===== config.mk =====
export PLATFORM = sky130hd
export DESIGN_NAME = mmio_arbiter
export DESIGN_NICKNAME = d
export VERILOG_FILES = /design/src/rtl/mmio_pkg.sv /design/src/rtl/sync_ff.sv /design/src/rtl/mmio_arbiter.sv
export SDC_FILE = /design/constraint.sdc
export NUM_CORES = 1
export LEC_CHECK = 0
export ABC_AREA = 1
export CAP_MARGIN = 20
export CORE_UTILIZATION = 31
export CTS_CLUSTER_SIZE = 28
export DETAILED_ROUTE_END_ITERATION = 8
export PLACE_DENSITY_LB_ADDON = 0.3
export REMOVE_ABC_BUFFERS = 1
export SYNTH_ARGS = -nofsm -noshare
export SYNTH_HDL_FRONTEND = slang
export SYNTH_SLANG_ARGS = --single-unit

===== constraint.sdc =====
create_clock -name clk -period 1.4 [get_ports clk]
set_clock_uncertainty 0.15 [all_clocks]
set_input_delay 0.28 -clock clk [delete_from_list [all_inputs] [get_ports clk]]
set_output_delay 0.28 -clock clk [all_outputs]
set_load 0.02 [all_outputs]

===== src/rtl/mmio_pkg.sv =====
// Shared definitions for the MMIO arbiter: register addresses, widths and the transfer FSM states.
package mmio_pkg;

    localparam logic [15:0] LED_ADDR  = 16'hC000;
    localparam logic [15:0] SW_ADDR   = 16'hC001;
    localparam logic [15:0] XCNT_ADDR = 16'hC002;

    localparam int unsigned IO_W = 10;

    typedef enum logic [1:0] {
        StIdle,
        StXfer,
        StResp
    } state_t;

    function automatic logic [15:0] zext_io(input logic [IO_W-1:0] v);
        return {6'h00, v};
    endfunction

endpackage


===== src/rtl/sync_ff.sv =====
// Multi-flop synchronizer for asynchronous level inputs; all stages clear on reset.
module sync_ff #(
    parameter int unsigned WIDTH  = 1,
    parameter int unsigned STAGES = 2
) (
    input  logic             clk,
    input  logic             rst_n,
    input  logic [WIDTH-1:0] d,
    output logic [WIDTH-1:0] q
);

    logic [WIDTH-1:0] stage_q [STAGES];

    always_ff @(posedge clk or negedge rst_n) begin
        if (!rst_n) begin
            for (int i = 0; i < int'(STAGES); i++) begin
                stage_q[i] <= '0;
            end
        end else begin
            stage_q[0] <= d;
            for (int i = 1; i < int'(STAGES); i++) begin
                stage_q[i] <= stage_q[i-1];
            end
        end
    end

    assign q = stage_q[STAGES-1];

endmodule


===== src/rtl/mmio_arbiter.sv =====
// Two-master round-robin arbiter in front of a tiny MMIO block (LED, switches, transfer counter).
module mmio_arbiter
    import mmio_pkg::*;
#(
    parameter int unsigned SYNC_STAGES = 2
) (
    input  logic        clk,
    input  logic        rst_n,
    input  logic        m0_req,
    input  logic [15:0] m0_addr,
    input  logic [15:0] m0_wdata,
    input  logic        m0_we,
    input  logic        m0_re,
    output logic        m0_ack,
    output logic [15:0] m0_rdata,
    input  logic        m1_req,
    input  logic [15:0] m1_addr,
    input  logic [15:0] m1_wdata,
    input  logic        m1_we,
    input  logic        m1_re,
    output logic        m1_ack,
    output logic [15:0] m1_rdata,
    input  logic [9:0]  sw_in,
    output logic [9:0]  ledr
);

    state_t          state_q, state_d;
    logic            ptr_q, ptr_d;
    logic            gnt_q, gnt_d;
    logic            win;
    logic [15:0]     addr_q, addr_d;
    logic [15:0]     wdata_q, wdata_d;
    logic            we_q, we_d;
    logic            re_q, re_d;
    logic [15:0]     rdata_q, rdata_d;
    logic [15:0]     read_val;
    logic [IO_W-1:0] led_q, led_d;
    logic [15:0]     xcnt_q;
    logic [IO_W-1:0] sw_sync;
    logic            unused_wdata;

    sync_ff #(
        .WIDTH  (IO_W),
        .STAGES (SYNC_STAGES)
    ) u_sw_sync (
        .clk   (clk),
        .rst_n (rst_n),
        .d     (sw_in),
        .q     (sw_sync)
    );

    // Only the LED register takes write data; the upper bits are deliberately dropped.
    assign unused_wdata = ^wdata_q[15:IO_W];

    always_comb begin
        unique case (addr_q)
            LED_ADDR:  read_val = zext_io(led_q);
            SW_ADDR:   read_val = zext_io(sw_sync);
            XCNT_ADDR: read_val = xcnt_q;
            default:   read_val = 16'h0000;
        endcase
    end

    always_comb begin
        state_d = state_q;
        ptr_d   = ptr_q;
        gnt_d   = gnt_q;
        win     = ptr_q;
        addr_d  = addr_q;
        wdata_d = wdata_q;
        we_d    = we_q;
        re_d    = re_q;
        rdata_d = rdata_q;
        led_d   = led_q;
        unique case (state_q)
            StIdle: begin
                if (m0_req || m1_req) begin
                    // Contention goes to the pointer; a lone requester wins outright.
                    win     = (m0_req && m1_req) ? ptr_q : m1_req;
                    gnt_d   = win;
                    ptr_d   = ~win;
                    addr_d  = win ? m1_addr  : m0_addr;
                    wdata_d = win ? m1_wdata : m0_wdata;
                    we_d    = win ? m1_we    : m0_we;
                    re_d    = win ? m1_re    : m0_re;
                    state_d = StXfer;
                end
            end
            StXfer: begin
                if (we_q) begin
                    rdata_d = 16'h0000;
                    if (addr_q == LED_ADDR) begin
                        led_d = wdata_q[IO_W-1:0];
                    end
                end else if (re_q) begin
                    rdata_d = read_val;
                end else begin
                    rdata_d = 16'h0000;
                end
                state_d = StResp;
            end
            StResp: begin
                state_d = StIdle;
            end
            default: begin
                state_d = StIdle;
            end
        endcase
    end

    always_ff @(posedge clk or negedge rst_n) begin
        if (!rst_n) begin
            state_q <= StIdle;
            ptr_q   <= 1'b0;
            gnt_q   <= 1'b0;
            addr_q  <= '0;
            wdata_q <= '0;
            we_q    <= 1'b0;
            re_q    <= 1'b0;
            rdata_q <= '0;
            led_q   <= '0;
        end else begin
            state_q <= state_d;
            ptr_q   <= ptr_d;
            gnt_q   <= gnt_d;
            addr_q  <= addr_d;
            wdata_q <= wdata_d;
            we_q    <= we_d;
            re_q    <= re_d;
            rdata_q <= rdata_d;
            led_q   <= led_d;
        end
    end

    // Counted on the edge leaving RESP so a read of XCNT sees the pre-increment value.
    always_ff @(posedge clk or negedge rst_n) begin
        if (!rst_n) begin
            xcnt_q <= '0;
        end else if (state_q == StResp) begin
            xcnt_q <= xcnt_q + 16'd1;
        end
    end

    always_comb begin
        m0_ack   = (state_q == StResp) && !gnt_q;
        m1_ack   = (state_q == StResp) && gnt_q;
        m0_rdata = m0_ack ? rdata_q : 16'h0000;
        m1_rdata = m1_ack ? rdata_q : 16'h0000;
        ledr     = led_q;
    end

endmodule

After elaboration in Yosys (flattened, before gate mapping)
Index checks and enable logic that the tools add are counted. Widths: inputs -> output; s select.

Reduce and logical (&&, ||, !) cells: 8. Bitwise operators: 1. Eq/ne operators: 6. Muxes and demuxes: 12. Add/subtract/negate cells: 1.

Operators by type and width (count): $mux 16 (5); $eq 16x16->1 const B (3); $pmux 16 s3 (1); $add 16x1->16 const B (1); $mux 10 (1); $pmux 2 s2 (1); $logic_and 1x1->1 (3); $mux 1 (3); $reduce_and 3->1 (1); $eq 2x1->1 const B (1); $eq 2x2->1 const B (1); $logic_not 2->1 (1); $mux 2 (1); $ne 2x2->1 const B (1); $reduce_and 2->1 (1); $logic_not 1->1 (1); $logic_or 1x1->1 (1); $not 1->1 (1).

Logic and storage cells: 40. Bits of input ports: 82. Output and inout port bits: 44. Flip-flop bits (word level): 94.

Logic depth before layout (Yosys ltp)
Gate-level depths: netlist (run 1).

Word-level depth: 4. Mapped depth: 9. Gate-level depth less buffers: 9.

Hierarchy
A second synthesis (run 1) with hierarchy kept.

Cells, all modules: 501. Area total of the unflattened synthesis: 4339.2 um^2.

By module, submodules not included: mmio_arbiter (area an instance 3763.6 um^2, cells an instance 471, seq. area each 1851.8 um^2, times used 1); sync_ff (area an instance 575.6 um^2, cells an instance 30, seq. area each 500.5 um^2, times used 1).

Worst setup path after synthesis (run 1)
No wires, ideal clock.

Path type: flip-flop to output port. From: register state_q[0]. To: output m1_rdata[10]. Slack: -0.582 ns. Stages on the path, launching flop included: 7. Buffers on the path: 1. Arrival: 1.552 ns. Data required time: 0.970 ns. Cells stage by stage: dfrtp_1 inv_2 nand2_2 nor2_1 inv_2 buf_2 nor2_1.

Word-level cells in the longest chain between the ends: 3.

RTL lines: start, declared (RTL line mmio_arbiter.sv:27) `state_t state_q, state_d;`; start signal, assigned (RTL line mmio_arbiter.sv:113) `state_q <= StIdle;`; start signal, assigned (RTL line mmio_arbiter.sv:123) `state_q <= state_d;`; $eq 2x2->1 (RTL line mmio_arbiter.sv:146) `m1_ack = (state_q == StResp) && gnt_q;`; $logic_and 1x1->1 (RTL line mmio_arbiter.sv:146); via m1_ack (RTL line mmio_arbiter.sv:21) `output logic m1_ack,`; $mux 16 (RTL line mmio_arbiter.sv:148) `m1_rdata = m1_ack ? rdata_q : 16'h0000;`; end, declared (RTL line mmio_arbiter.sv:22) `output logic [15:0] m1_rdata,`.

The timed path passes the listed nets, and every way through them passes these cells.

Worst setup path after layout (run 1)
From: register state_q[1]. To: register wdata_q[1].

Word-level cells in the longest chain between the ends: 2.

RTL lines: $logic_not 2->1 (RTL line mmio_arbiter.sv:75) `unique case (state_q)`; $reduce_and 2->1 (no line); end signal, assigned (RTL line mmio_arbiter.sv:127) `wdata_q <= wdata_d;`; end, declared (RTL line mmio_arbiter.sv:32) `logic [15:0] wdata_q, wdata_d;`.

No other way between the ends. A chain may end at the register's enable or synchronous reset.

==> summary.md, run 1 <==
| Metric | Value |
|---|---|
| Synth warn | `0` |
| Largest net degree at the start of global routing | `29` |
| Share of the synthesized netlist area taken by xor and xnor gates | `2.83%` |
| Required time worst endpoint | `1.51 ns` |
| Post-Synth Adder-Cell Area | `0.292%` |
| Share of synthesized area spent on multiplexers | `0%` |
| Register-to-register setup slack | `-0.44 ns` |
| Synth Area per Inst | `8.70 µm²` |
| Launch point of the worst reg-to-reg path | `state_q[1]$_DFFE_PN0P_` |
| Total power divided by cell area | `roughly 1400 nW/µm²` |
| Per-cell via count in the routed design | `4.82` |
| Cell depth of the worst hold path | `0` |
| Clock tree from TritonCTS | `yes` |
| Cell depth of the worst flop-to-flop path | `11` |
| Hold/Removal Path Class | `register to register` |
| Startpoint-to-endpoint class of the critical path | `register to register` |
| Maximum clock rate | `approximately 540 MHz` |
| Chip Height | `between 100 and 150 µm` |
| DR iter-0 viols | `273` |
| Worst Path Max Fanout | `5` |
| Seq cells post-synth | `94` |
| Initial core utilization | `32.1%` |
| Sw frac | `34.9%` |
| Remaining number of nets flagged by the antenna check after routing | `0` |
| Reported net switching power | `3.91 mW` |
| Core outline area | `13300 µm²` |
| Area delta synth->final | `82.1%` |
| Top Ports | `126` |
| Number of levels the H-tree was split into | `3` |
| Violated checks | `negative setup slack` |
| Total routing usage reported by global routing | `about a fifth` |
| Status | `finished with violations` |
| Pins over their slew limit | `0` |
| Count of input and output buffers | `113` |
| Final setup violation count | `105` |
| First-pass GRT wire length | `21600 µm` |
| Leak pwr | `3.56 nW` |
| Clock transition time at the flip-flop clock pins of the worst setup and hold paths | `0.07 ns` |
| Endpoint of the lowest-slack register-to-register path | `wdata_q[1]$_DFFE_PN0P_` |
| Clock network power share | `20.9%` |
| Clock buffer count from CTS | `9` |
| Worst IR drop on VDD | `820 µV` |
| Clk Latency, worst-skew pair | `between 0.3 and 0.4 ns` |
| Shortest clock period the worst path allows after layout | `1.84 ns` |
| Worst setup path endpoint | `wdata_q[1]$_DFFE_PN0P_` |
| Count of final hold-check violations | `0` |
| Arrival time of the worst setup path | `1.95 ns` |
| Routability cong. | `slightly below 0.8` |
| Post-Synth Simple-Gate Area | `between 30% and 40%` |
| Int Pwr | `approximately 7.3 mW` |
| Initial antenna violation count | `0` |
| Average wire per cell in the routed design | `approximately 16 µm` |
| Remaining DRCs | `0` |
| Sequential element share of the synthesized area | `54.8%` |
| Largest family of logic cells by synthesized area | `simple AND/OR/NAND/NOR gates` |
| Critical Path Source | `state_q[1]$_DFFE_PN0P_` |
| Placement Rows | `between 40 and 50` |
| Compound-Gate Fraction of Synth Area | `4.61%` |
| GRT Residual Overflow | `0` |
| Width of the chip | `120 µm` |
| RSZ-0062 raised after global routing | `true` |
| Worst Setup End Kind | `register` |
| Maximum buffer depth of the clock tree | `2` |
| Antenna diode count | `0` |
| Share of final-layout standard cells stronger than drive strength 1 | `41.2%` |
| Number of vias in the routed layout | `4333` |
| Worst setup SP type | `register` |
| Slew margin rel. | `67.5%` |
| Post-layout net count | `801` |
| Cells after Synth | `493` |
| Transition time of the tightest slew-check pin | `0.487 ns` |
| Netlist area before placement | `4290 µm²` |
| Post-route clock period utilization | `132%` |
| Post-detail-place hpwl | `8260 µm` |
| Logic pwr share | `46.9%` |
| Max capacitance violation total | `0` |
| Unique cell type count in the Yosys netlist | `27` |
| Die Footprint | `about 14000 µm²` |
| Root Driver | `sky130_fd_sc_hd__clkbuf_16` |
| Sequential fraction of design power | `32.2%` |
| Total wire length after detailed routing | `about 15000 µm` |
| Number of global-route vias before repair | `4386` |
| Finished Core Util | `58.5%` |
| Total negative slack for setup checks | `-32.60 ns` |
| Drt first pass iters | `6` |
| Final setup margin | `-0.445 ns` |
| Number of clock sinks seen by CTS | `94` |
critical path, stage by stage (launching register included):
cell and delay, ns:
sky130_fd_sc_hd__dfrtp_1 0.43, sky130_fd_sc_hd__buf_6 0.16, sky130_fd_sc_hd__inv_6 0.06, sky130_fd_sc_hd__nand2_4 0.05, sky130_fd_sc_hd__a21oi_4 0.16, sky130_fd_sc_hd__buf_12 0.14
sky130_fd_sc_hd__buf_8 0.12, sky130_fd_sc_hd__buf_12 0.12, sky130_fd_sc_hd__buf_6 0.10, sky130_fd_sc_hd__buf_16 0.10, sky130_fd_sc_hd__nand3_1 0.06, sky130_fd_sc_hd__o211ai_1 0.11
cells by family (layout without fill, tap and decap cells):
group	count (synthesis)	in the layout
buffers and inverters	75	304
xor gates and xnor gates	13	13
AOI/OAI and AO/OA	32	32
DFF	94	94
and+or+nand+nor	278	279
adders and majority gates	1	1
area by class of cell:
type | instances | area (µm²)
Clock buffer | 12 | 256
Clock inverter | 4 | 30.0
Fill cell | 1129 | 5540
Inverter | 49 | 205
Multi-Input combinational cell | 325 | 2230
Sequential cell | 94 | 2350
Tap cell | 176 | 220
Timing Repair Buffer | 237 | 2500
Timing Repair inverter | 2 | 15.0
layer usage:
| metal | GRT usage, % | vias up | part of all wire (%) |
|---|---|---|---|
| met5 | 0 | - | 0 |
| met3 | 2.80 | 31 | 5.1 |
| met2 | 34.0 | 154 | 52 |
| met4 | 9.61 | 0 | 3.0 |
| met1 | 23.3 | 2083 | 39 |
| li1 | - | 2065 | - |
Yosys cell counts:
cell,number,area share [%]
sky130_fd_sc_hd__buf_4,1,0.18
sky130_fd_sc_hd__nand2_2,3,0.44
sky130_fd_sc_hd__nand2_1,84,7.4
sky130_fd_sc_hd__nand3_2,1,0.23
sky130_fd_sc_hd__clkbuf_1,6,0.53
sky130_fd_sc_hd__nand3_1,127,15
sky130_fd_sc_hd__a21oi_1,2,0.23
sky130_fd_sc_hd__xnor2_1,5,1.0
sky130_fd_sc_hd__nor2_4,4,1.1
sky130_fd_sc_hd__nor2_1,49,4.3
sky130_fd_sc_hd__o22ai_1,6,0.88
sky130_fd_sc_hd__ha_1,1,0.29
sky130_fd_sc_hd__xor2_1,7,1.4
sky130_fd_sc_hd__nor3_1,2,0.23
sky130_fd_sc_hd__o211ai_1,12,2.1
sky130_fd_sc_hd__nor2_2,2,0.29
sky130_fd_sc_hd__inv_2,7,0.61
sky130_fd_sc_hd__buf_1,1,0.087
sky130_fd_sc_hd__xor2_2,1,0.38
sky130_fd_sc_hd__nor2_8,1,0.47
sky130_fd_sc_hd__nand2_4,1,0.26
sky130_fd_sc_hd__dfrtp_1,94,55
sky130_fd_sc_hd__inv_1,42,3.7
sky130_fd_sc_hd__buf_2,18,2.1
sky130_fd_sc_hd__nor3_4,1,0.38
sky130_fd_sc_hd__nand4_1,3,0.44
sky130_fd_sc_hd__o21ai_1,12,1.4
how the worst min path moves through the flow:
stage,from,end,slack (ns)
global route,u_sw_sync.stage_q[15]$_DFF_PN0_,u_sw_sync.q[5]$_DFF_PN0_,0.20
detailed placement,rst_n,ptr_q$_DFFE_PN0P_,0.11
floorplan,rst_n,addr_q[0]$_DFFE_PN0P_,-0.17
CTS,u_sw_sync.stage_q[15]$_DFF_PN0_,u_sw_sync.q[5]$_DFF_PN0_,0.20
global placement,rst_n,xcnt_q[8]$_DFFE_PN0N_,0.12
finish,u_sw_sync.stage_q[15]$_DFF_PN0_,u_sw_sync.q[5]$_DFF_PN0_,0.19
timing repair:
item | in CTS | in global routing
endpoints found under the setup margin | 112 | 105
pin swaps | 39 | 45
hold buffers | 1 | 0
gates resized for setup | 244 | 142
cloned | 14 | 2
setup buffers | 24 | 15
endpoints found under the hold margin | 23 | 0
power groups by stage:
stage               logic (mW)  registers (mW)  clock network [mW]
floorplan                 1.31            3.54                   0
global placement          2.85            3.55                   0
detailed placement        2.92            3.58                   0
CTS                       4.74            3.56                2.38
global route              5.59            3.65                2.50
finish                    5.27            3.62                2.35
per-stage QoR:
step	cell area (µm²)	total power, mW	hold slack (ns)	std cells	worst slack, ns
global route	7810	11.7	0.202	899	-0.520
CTS	7460	10.7	0.200	887	-0.573
detailed placement	6210	6.50	0.111	834	-0.602
global placement	6210	6.39	0.117	834	-0.537
floorplan	4170	4.86	-0.166	467	-3.09
finish	7810	11.2	0.194	899	-0.445
state kept, by name, indices dropped and copies added (netlist names):
signal,flops
state_q,2
addr_q,16
u_sw_sync.q,10
ledr,10
re_q,1
rdata_q,16
ptr_q,1
wdata_q,10
u_sw_sync.stage_q,10
gnt_q,1
we_q,1
xcnt_q,16
cell usage in the layout, fill, tap and decap left out, types with 2 or more instances in the layout:
cell,n
sky130_fd_sc_hd__buf_4,103
sky130_fd_sc_hd__dfrtp_1,94
sky130_fd_sc_hd__nand3_1,76
sky130_fd_sc_hd__nand2_1,70
sky130_fd_sc_hd__clkdlybuf4s50_1,68
sky130_fd_sc_hd__inv_1,41
sky130_fd_sc_hd__nand3_2,38
sky130_fd_sc_hd__nor2_1,33
sky130_fd_sc_hd__buf_6,22
sky130_fd_sc_hd__buf_12,17
sky130_fd_sc_hd__nand3_4,15
sky130_fd_sc_hd__o211ai_1,12
sky130_fd_sc_hd__o21ai_1,12
sky130_fd_sc_hd__nor2_4,11
sky130_fd_sc_hd__nor2_2,11
sky130_fd_sc_hd__nand2_2,11
sky130_fd_sc_hd__clkbuf_16,11
sky130_fd_sc_hd__buf_2,10
sky130_fd_sc_hd__buf_16,8
sky130_fd_sc_hd__o22ai_2,6
sky130_fd_sc_hd__xor2_1,6
sky130_fd_sc_hd__xnor2_1,5
sky130_fd_sc_hd__nand2_4,4
sky130_fd_sc_hd__inv_6,4
sky130_fd_sc_hd__clkinvlp_4,4
sky130_fd_sc_hd__buf_8,4
sky130_fd_sc_hd__inv_2,3
sky130_fd_sc_hd__nand2_8,3
sky130_fd_sc_hd__nand4_1,3
sky130_fd_sc_hd__nor3_1,2
sky130_fd_sc_hd__xor2_2,2
sky130_fd_sc_hd__clkbuf_8,2
sky130_fd_sc_hd__bufbuf_16,2
(Power assumes the default switching activity.)
==> run 2: changes to the inputs <==
--- a/config.mk
+++ b/config.mk
@@ -10,6 +10,7 @@
 export CORE_UTILIZATION = 31
 export CTS_CLUSTER_SIZE = 28
 export DETAILED_ROUTE_END_ITERATION = 8
+export DONT_BUFFER_PORTS = 1
 export PLACE_DENSITY_LB_ADDON = 0.3
 export REMOVE_ABC_BUFFERS = 1
 export SYNTH_ARGS = -nofsm -noshare
==> run 2 against run 1 <==
  * The run ends with negative hold slack, negative setup slack left
  * Critical path type is now register to output port
  * Highest routed layer unchanged
  * Worst hold slack worse by 0.72 ns
  * Critical path depth decreased by 4
  * Cell area shrank 6.9%
  * Largest power group unchanged
  * Sequential power about the same
==> summary.md, run 2 (synthesis results as in run 1) <==
| Metric | Value |
|---|---|
| Worst IR drop on VDD | `881 µV (+7.4%)` |
| Int Pwr | `7.27 mW (-0.63%)` |
| Arrival time of the worst setup path | `1.60 ns (-0.35 ns)` |
| Clock tree from TritonCTS | `yes` |
| Cell depth of the worst flop-to-flop path | `10 (-1)` |
| Remaining DRCs | `0 (unchanged)` |
| Total placed instance area | `5040 µm² (-19%)` |
| Number of vias in the routed layout | `4238 (-2.2%)` |
| Area of all placed cells without fillers | `7270 µm² (-6.9%)` |
| Core outline area | `13300 µm² (unchanged)` |
| Biggest registers after layout | `addr_q x16, rdata_q x16, xcnt_q x16` |
| GRT Residual Overflow | `0 (unchanged)` |
| Final setup margin | `-0.634 ns (-0.189 ns)` |
| Routability cong. | `0.785 (+1.9%)` |
| Total wire length after detailed routing | `14400 µm (-0.86%)` |
| DR iter-0 viols | `208 (-24%)` |
| Count of final hold-check violations | `94 (+94)` |
| Largest stage delay on the critical path | `0.41 ns (-0.02 ns)` |
| Slew margin rel. | `75.4% (+7.8 points)` |
| Final setup violation count | `107 (+1.9%)` |
| Initial antenna violation count | `0 (unchanged)` |
| Library cell contributing the largest single delay on the critical path | `sky130_fd_sc_hd__dfrtp_1` |
| Shortest clock period the worst path allows after layout | `2.03 ns (+0.189 ns)` |
| Top Ports | `126 (unchanged)` |
| Remaining number of nets flagged by the antenna check after routing | `0 (unchanged)` |
| Most frequent cells in the layout | `sky130_fd_sc_hd__dfrtp_1 (94), sky130_fd_sc_hd__nand3_1 (87), sky130_fd_sc_hd__nand2_1 (71)` |
| Initial core utilization | `32.1% (unchanged)` |
| Hold/Removal Path Class | `input pin to async pin` |
| Leading cell type in the layout, fill and taps excluded | `sky130_fd_sc_hd__dfrtp_1` |
| Pre-CTS worst setup slack | `-0.270 ns (+0.332 ns)` |
| Placement Rows | `42 (unchanged)` |
| Antenna diode count | `0 (unchanged)` |
| Worst setup SP type | `register` |
| Violated checks | `negative hold slack, negative setup slack` |
| Per-cell via count in the routed design | `4.97 (+3.2%)` |
| Area delta synth->final | `69.6%` |
| Startpoint-to-endpoint class of the critical path | `register to output port` |
| Total routing usage reported by global routing | `19.8% (+0.37 points)` |
| Count of input and output buffers | `0 (-100%)` |
| Clock network power share | `23.8% (+2.9 points)` |
| Required time worst endpoint | `0.97 ns (-0.54 ns)` |
| First-pass GRT wire length | `21700 µm (about the same)` |
| Worst Path Max Fanout | `2 (-3)` |
| Number of levels the H-tree was split into | `3 (unchanged)` |
| Largest net degree at the start of global routing | `95 (+230%)` |
| Pins over their slew limit | `0 (unchanged)` |
| Average wire per cell in the routed design | `16.9 µm (+4.6%)` |
| RSZ-0062 raised after global routing | `true` |
| Clk Latency, worst-skew pair | `0.35 ns (about the same)` |
| Maximum clock rate | `492 MHz (-9.3%)` |
| Total Power | `11.0 mW (-2.1%)` |
| Clock transition time at the flip-flop clock pins of the worst setup and hold paths | `0.07 ns (about the same)` |
| Post-route clock period utilization | `145% (+14 points)` |
| Share of final-layout standard cells stronger than drive strength 1 | `37.0% (-4.2 points)` |
| Worst Setup End Kind | `output port` |
| Drt first pass iters | `5 (-1)` |
| Most used cell, CP | `sky130_fd_sc_hd__buf_4` |
| Post-detail-place hpwl | `7640 µm (-7.5%)` |
| Die Footprint | `14300 µm² (unchanged)` |
| Post-layout net count | `755 (-5.7%)` |
| Maximum buffer depth of the clock tree | `2 (unchanged)` |
| Root Driver | `sky130_fd_sc_hd__clkbuf_16` |
| Number of global-route vias before repair | `4305 (-1.8%)` |
| Number of clock sinks seen by CTS | `94 (unchanged)` |
| Leak pwr | `3.31 nW (-6.9%)` |
| Width of the chip | `120 µm (unchanged)` |
| Transition time of the tightest slew-check pin | `0.370 ns (-0.117 ns)` |
| Reported net switching power | `3.73 mW (-4.8%)` |
| Max capacitance violation total | `0 (unchanged)` |
| Ordered cell list for the critical path | `inv_1 -> nor2_4 -> buf_4 -> buf_6 -> buf_4 -> buf_4 -> buf_4` |
| Logic pwr share | `43.5% (-3.4 points)` |
| Clock buffer count from CTS | `9 (unchanged)` |
| Register-to-register setup slack | `-0.57 ns (-0.13 ns)` |
| Total power divided by cell area | `1510 nW/µm² (+5.1%)` |
| Sequential fraction of design power | `32.7% (+0.5 points)` |
| Chip Height | `120 µm (unchanged)` |
| Status | `finished with violations` |
| Sw frac | `33.9% (-0.97 points)` |
| Min Hold Slack | `-0.526 ns (-0.720 ns)` |
## run 2: power groups by stage
| stage | Sequential [mW] | Combinational [mW] | Clock [mW] |
|---|---|---|---|
| 6_report | 3.60 | 4.78 | 2.62 |
| 5_1_grt | 3.65 | 5.11 | 2.76 |
| 4_1_cts | 3.56 | 3.97 | 2.64 |
| 3_5_place_dp | 3.59 | 2.57 | 0 |
| 3_3_place_gp | 3.57 | 2.49 | 0 |
| 2_1_floorplan | 3.54 | 1.31 | 0 |
## run 2: cell type report
cell class              instances  area, µm²
inverters                      49        211
fillers                      1133       6070
clock buffers                   9        225
multi-input cells             325       2120
repair buffers                191       2040
clock inverters                 6       87.6
flip-flops and latches         94       2350
repair inverters                2       15.0
well taps                     176        220
## run 2: routing by layer
layer  wire, µm  track usage, %  vias to the layer above
met5          0               0                        -
met4        570            11.0                        0
met3        649            3.47                       46
met2       7540            34.6                      151
met1       5640            23.0                     2069
li1           -               -                     1972
## run 2: what timing repair did
item	in CTS	in global routing
pin swaps	41	40
hold endpoints to repair	132	95
hold buffers	65	1
buffers inserted	18	18
gates resized for setup	103	82
gates cloned	11	6
setup endpoints to repair	99	104
## run 2: final timing paths
path	start	endpoint
hold reg to reg	u_sw_sync.stage_q[15]$_DFF_PN0_	u_sw_sync.q[5]$_DFF_PN0_
setup / recovery	gnt_q$_DFFE_PN0P_	m1_ack
max in group asynchronous	rst_n	wdata_q[9]$_DFFE_PN0P_
hold / removal	rst_n	xcnt_q[12]$_DFFE_PN0N_
setup reg to reg	state_q[1]$_DFFE_PN0P_	ledr[7]$_DFFE_PN0P_
min in group clk	m0_req	gnt_q$_DFFE_PN0P_
## run 2: stage by stage
stage / TNS, ns / util (%) / hold slack [ns] / cells
2_1_floorplan: -119.77 / - / -0.166 / 467
3_3_place_gp: -12.97 / 37.8 / -0.161 / 722
3_5_place_dp: -14.73 / 37.8 / -0.161 / 722
4_1_cts: -32.25 / 50.7 / -0.543 / 830
5_1_grt: -54.35 / 54.5 / -0.543 / 852
6_report: -47.44 / 54.5 / -0.526 / 852
## run 2: worst max-delay path: cells and delay by family (launching register included)
kind | cells | cell delay [ns]
buf+inv | 6 | 0.77
flops | 1 | 0.41
simple gates | 1 | 0.07
